<file path="config.mk">
export PLATFORM = sky130hd
export DESIGN_NAME = serial_load_595
export DESIGN_NICKNAME = d
export VERILOG_FILES = /design/src/rtl/serial_load_595.sv
export SDC_FILE = /design/constraint.sdc
export NUM_CORES = 1
export LEC_CHECK = 0
export ABC_AREA = 1
export BUFFER_PORTS_ARGS = -buffer_cell sky130_fd_sc_hd__buf_2
export CAP_MARGIN = 40
export CORE_UTILIZATION = 54
export DETAILED_ROUTE_END_ITERATION = 12
export GPL_ROUTABILITY_DRIVEN = 0
export PLACE_DENSITY_LB_ADDON = 0.1
export SLEW_MARGIN = 20
export SYNTH_ARGS = -nofsm -noshare
export SYNTH_HDL_FRONTEND = slang
export SYNTH_SLANG_ARGS = --single-unit
</file>
<file path="constraint.sdc">
create_clock -name clk -period 2 [get_ports clk]
set_clock_uncertainty 0.1 [all_clocks]
set_input_delay 0.2 -clock clk [delete_from_list [all_inputs] [get_ports clk]]
set_output_delay 0.2 -clock clk [all_outputs]
set_load 0.05 [all_outputs]
</file>
<file path="src/rtl/serial_load_595.sv">
// serial_load_595: serial-to-parallel front end with a latch strobe sequencer.
// Bits are shifted into a WIDTH-bit register. A completed word is copied to
// pdata, held for one setup cycle, and then strobed into a downstream
// 574-style register with a one-cycle latch pulse.
module serial_load_595 #(
    parameter int WIDTH     = 8,
    parameter int MSB_FIRST = 1
) (
    input  logic             clk,
    input  logic             rst,
    input  logic             start,
    input  logic             sin,
    input  logic             sin_valid,
    input  logic             oe_req,
    output logic             busy,
    output logic [WIDTH-1:0] pdata,
    output logic             latch,
    output logic             oe_n,
    output logic             done,
    output logic             overrun
);

    localparam int CW = $clog2(WIDTH + 1);
    localparam logic [CW-1:0] LAST_IDX = CW'(WIDTH - 1);

    typedef enum logic [1:0] {
        IDLE   = 2'd0,
        SHIFT  = 2'd1,
        HOLD   = 2'd2,
        STROBE = 2'd3
    } state_t;

    state_t           r_state;
    logic [CW-1:0]    r_count;
    logic [WIDTH-1:0] r_shift;
    logic [WIDTH-1:0] r_pdata;
    logic             r_busy;
    logic             r_latch;
    logic             r_done;
    logic             r_overrun;
    logic             r_oe_n;
    logic [WIDTH-1:0] w_shift_next;

    // Next shift-register value if the current sin bit is accepted
    always_comb begin
        w_shift_next = r_shift;
        if (MSB_FIRST != 0) begin
            w_shift_next = {r_shift[WIDTH-2:0], sin};
        end else begin
            w_shift_next = {sin, r_shift[WIDTH-1:1]};
        end
    end

    // Sequencer: shift, word transfer, setup hold, strobe, and error tracking
    always_ff @(posedge clk) begin
        if (rst) begin
            r_state   <= IDLE;
            r_count   <= '0;
            r_shift   <= '0;
            r_pdata   <= '0;
            r_busy    <= 1'b0;
            r_latch   <= 1'b0;
            r_done    <= 1'b0;
            r_overrun <= 1'b0;
            r_oe_n    <= 1'b1;
        end else begin
            // Output enable tracks the request with a one-cycle delay in every state
            r_oe_n <= ~oe_req;
            r_done <= 1'b0;
            case (r_state)
                IDLE: begin
                    r_latch <= 1'b0;
                    if (start) begin
                        // A bit arriving alongside start is deliberately dropped
                        r_state   <= SHIFT;
                        r_busy    <= 1'b1;
                        r_count   <= '0;
                        r_shift   <= '0;
                        r_overrun <= 1'b0;
                    end else if (sin_valid) begin
                        r_overrun <= 1'b1;
                    end else begin
                        r_overrun <= r_overrun;
                    end
                end
                SHIFT: begin
                    if (start) begin
                        // Abort: restart the word, leaving pdata untouched
                        r_count <= '0;
                        r_shift <= '0;
                    end else if (sin_valid) begin
                        r_shift <= w_shift_next;
                        if (r_count == LAST_IDX) begin
                            r_pdata <= w_shift_next;
                            r_count <= '0;
                            r_state <= HOLD;
                        end else begin
                            r_count <= r_count + CW'(1);
                        end
                    end else begin
                        r_count <= r_count;
                    end
                end
                HOLD: begin
                    // pdata has been stable for a full cycle before latch rises
                    r_latch <= 1'b1;
                    r_state <= STROBE;
                end
                STROBE: begin
                    r_latch <= 1'b0;
                    r_busy  <= 1'b0;
                    r_done  <= 1'b1;
                    r_state <= IDLE;
                end
                default: begin
                    r_latch <= 1'b0;
                    r_busy  <= 1'b0;
                    r_state <= IDLE;
                end
            endcase
        end
    end

    assign busy    = r_busy;
    assign pdata   = r_pdata;
    assign latch   = r_latch;
    assign oe_n    = r_oe_n;
    assign done    = r_done;
    assign overrun = r_overrun;

endmodule

</file>
## After elaboration in Yosys (flattened, before gate mapping)

Cells that the tools add are included.

- Register bits: 26
- Input port bits: 6
- Output and inout bits: 13
- Word-level logic and storage cells: 52

- $add $sub $neg: 1
- Equal/unequal tests: 9
- Multiplexer cells: 20
- Bitwise logic cells: 2
- Reductions and logical operators: 11

Operator list:

| cell | count |
|---|---|
| two-way mux 7 bit | 3 |
| two-way mux 4 bit | 4 |
| one-hot mux 7 bit (2 select lines) | 1 |
| two-way mux 2 bit | 4 |
| != test 2 bit, second input constant | 4 |
| one-hot mux 2 bit (4 select lines) | 1 |
| one-hot mux 4 bit (2 select lines) | 1 |
| AND reduction 4 bit | 2 |
| nonzero test 2 bit | 4 |
| adder 4 x 1 -> 4 bit, second input constant | 1 |
| equality test 2 bit, second input constant | 2 |
| equality test 4 x 3 -> 1 bit, second input constant | 1 |
| two-way mux 1 bit | 4 |
| one-hot mux 1 bit (2 select lines) | 2 |
| AND reduction 2 bit | 2 |
| != test 3 bit, second input constant | 1 |
| AND reduction 3 bit | 1 |
| equality test 2 x 1 -> 1 bit, second input constant | 1 |
| zero test 2 bit | 1 |
| NOT 1 bit | 2 |
| OR reduction 2 bit | 1 |

## Longest topological paths before layout

- Word-level depth: 5
- Depth in mapped cells: 10
- Mapped depth without buffers: 9

## Worst setup path before layout

No wires, ideal clock.

- Path kind: register to register
- Start: reg r_state[0]
- End: reg r_shift[0]
- Arrival: 1.359 ns
- Required time: 1.772 ns
- Setup slack: 0.414 ns
- Cell stages (with the launch flop): 8
- Buffers on the path: 1
- Period minus slack after synthesis: 1.586 ns
- Cell sequence: dfxtp_1 -> inv_1 -> ha_1 -> o21ai_4 -> nand2_4 -> buf_6 -> o21ai_0 -> nor2_1

- Cells in the longest elaborated chain, start to end: 3

RTL lines:

| item | line | text |
|---|---|---|
| start: declaration | 33 | `state_t r_state;` |
| start signal: assignment | 57 | `r_state <= IDLE;` |
| start signal: assignment | 75 | `r_state <= SHIFT;` |
| start signal: assignment | 96 | `r_state <= HOLD;` |
| equality test 2 x 1 -> 1 bit / zero test 2 bit (equally long branches) | 70 | `case (r_state)` |
| != test 3 bit (no source line) (tied with other cells) | -- |  |
| AND reduction 3 bit (no source line) | -- |  |
| end signal: assignment | 92 | `r_shift <= w_shift_next;` |
| end: declaration | 35 | `logic [WIDTH-1:0] r_shift;` |

Parallel ways exist; a longest one is shown, timed or not.
A chain may end at the register's enable or synchronous reset.

## Final worst setup path

- Start: reg r_state[0]
- End: reg r_count[0]

- Cells in the longest elaborated chain, start to end: 3

RTL lines:

| item | line | text |
|---|---|---|
| equality test 2 x 1 -> 1 bit / zero test 2 bit (equally long branches) | 70 |  |
| != test 3 bit (no source line) (tied with other cells) | -- |  |
| AND reduction 3 bit (no source line) | -- |  |
| end signal: assignment | 98 | `r_count <= r_count + CW'(1);` |
| end signal: assignment | 101 | `r_count <= r_count;` |
| end: declaration | 34 | `logic [CW-1:0] r_count;` |

Parallel ways exist; a longest one is shown, timed or not.

==> impl_metrics.yaml <==
run_status:
  outcome: "completed"
setup_path:
  r2r_cells: 6
  worst-path-buf-inv: 1
  critPathArrivalTime_ns: 1.88
  cp_top_family: "compound AO/OA/AOI/OAI gates"
  max_stage_delay_ns: 0.40
  r2r-start: "r_state[0]"
  reg2reg_to: "r_count[0]"
  reg2reg_slack_ns: 0.24
  crit_type: "flip-flop to flip-flop"
  worstPathRequired_ns: 2.11
  start_kind: "flip-flop"
  worst_setup_path_end_kind: "flip-flop"
  cp_max_fo: 17
  path_cells: "inv_1, ha_1, o21ai_4, nand2_4, o21ai_0, nor2_1"
  slowest_stage: "dfxtp_1"
clock_tree:
  cts_root_buffer: "clkbuf_4"
  cts_made_buffers: 3
  clk_latency_ns: 0.31
  path_clk_slew_ns: 0.13
  cts_buffer_depth: 2
  tritoncts: "built"
  cts_sinks: 26
  htree_levels: 1
yosys:
  synth_seq_area_share: 0.433
  synth_flop_cell: "dfxtp_1"
  synth_edf_count: 0
  ys_types: 21
  syn-instance-count: 168
  postSynth.asyncResetShare: 0
  syn_avg_cell_area_um2: 7.15
  mappedNetlistNets: 180
  synth_warnings: 0
  syn_area_um2: 1200
  synth-seq-cells: 26
floorplan:
  die_area_um2: 2420
  dieWidth_um: 49.2
  start_util: 0.594
  coreArea_um2: 2020
  rows: 16
  die_h_um: 49.2
  ios: 19
grt:
  track_usage: 0.195
  antenna_found_initial: 0
  grt_max_degree: 18
  grt_pass1_wl_mm: 3.73
  grt_pass1_vias: 951
  globalRouteOverflowTotal: 0
finish:
  finalNetCount: 200
  final_cell_mix: "nor2_1, dfxtp_1, nand2_1"
  layout_commonest_cell: "nor2_1"
  synthToLayoutAreaGrowth_pct: 12.2
  utilization: 0.666
  layout-drive-gt1-share: 0.176
  diodes: 0
placement:
  place_hpwl_mm: 1.61
  io_buffers: 18
routing:
  firstDrtPassIters: 4
  wire_per_inst_um: 9.72
  drc_errors: 0
  vias: 1064
  drt_iter0_drc: 13
  avgViaCountPerCell: 4.97
  antenna_left: 0
  drt_wl_total_mm: 2.08
timing:
  setup_viol: 0
  fmax_mhz: 568
  worst_hold_slack_ns: 0.0611
  finalCritPeriodShare: 0.881
  period_minus_slack_ns: 1.76
  worst_slew_pin_slew_ns: 0.376
  grt_setup_unrepaired: "no"
  setup_tns_ns: 0
  final_max_slew_viol_count: 0
  max_slew_margin: 0.749
  report.final.hold_viol_count: 0
run:
  max_cap_viol_count: 0
pwr:
  total_power_uw: 1650
  p_leak_uw: 0.000653
  p_per_area_nw_per_um2: 1230
  ir_worst_vdd_v: 0.000834
worst_hold_path:
  hold_depth: 3
  min_from: "sin"
  holdPathEnd: "pdata[0]"
  hold_class: "primary input to flip-flop"
## timing repair
item	4_1_cts	5_1_grt
buffers inserted	0	0
hold endpoints to repair	1	0
endpoints found under the setup margin	0	0
hold buffers	1	0
resized for setup	0	0
## metal layers
| layer | track usage | part of all wire | up-vias |
|---|---|---|---|
| met5 | 0 | 0 | - |
| met4 | 0.0539 | 0 | 0 |
| met3 | 0.0343 | 0.065 | 0 |
| met2 | 0.356 | 0.49 | 34 |
| met1 | 0.229 | 0.44 | 474 |
| li1 | - | - | 556 |
## worst reg2reg max path, stage by stage (launching register included)
cell     delay [ns]
dfxtp_1        0.40
inv_1          0.09
ha_1           0.30
o21ai_4        0.29
nand2_4        0.17
o21ai_0        0.25
nor2_1         0.07
## sequential cells by signal, summed over array words and instances (netlist names)
name	cells
busy	1
done	1
latch	1
oe_n	1
overrun	1
pdata	8
r_count	4
r_shift	7
r_state	2
## per-stage QoR
stage	setup slack, ns	instances	area (um^2)
floorplan	0.414	168	1200
detailed placement	0.259	209	1300
global placement	0.344	209	1300
global route	0.0892	214	1350
finish	0.238	214	1350
CTS	0.241	214	1350
## cell usage after synthesis (2+ instances only)
master | n | area, um^2
a21oi_1 | 6 | 30.0
clkbuf_1 | 2 | 7.51
dfxtp_1 | 26 | 521
ha_1 | 6 | 75.1
inv_1 | 20 | 75.1
inv_2 | 4 | 15.0
nand2_1 | 24 | 90.1
nand2_2 | 2 | 12.5
nand2_4 | 2 | 22.5
nand3_1 | 5 | 25.0
nand4_1 | 2 | 12.5
nor2_1 | 44 | 165
o21ai_0 | 16 | 80.1
o21ai_1 | 2 | 10.0
## cell type report
type | count | area (um^2)
Clock buffer | 4 | 36.3
Sequential cell | 26 | 520
Inverter | 24 | 90.1
Fill cell | 191 | 674
Multi-Input combinational cell | 114 | 567
Tap cell | 27 | 33.8
Timing Repair Buffer | 19 | 100
## how the worst max path moves through the flow
stage	to	cells after the start	from	slack [ns]
after floorplan	r_shift[0]	7	r_state[0]	0.41
after global placement	r_count[3]	6	r_state[0]	0.34
after detailed placement	r_count[3]	6	r_state[0]	0.26
after CTS	r_count[0]	6	r_state[0]	0.24
after global routing	r_count[3]	6	r_state[0]	0.09
final	r_count[0]	6	r_state[0]	0.24
## report_power, final
| group | switching, uW | internal (uW) |
|---|---|---|
| clock | 146 | 111 |
| combinational | 504 | 220 |
| sequential | 54.4 | 616 |
| total | 704 | 947 |
## logic make-up after synthesis
group                      share of synthesized area
AOI/OAI and AO/OA                              0.119
adders and majority gates                     0.0625
and+or+nand+nor                                0.291
DFF                                            0.433
buffers and inverters                         0.0948
Power figures use the tool's default switching activity.
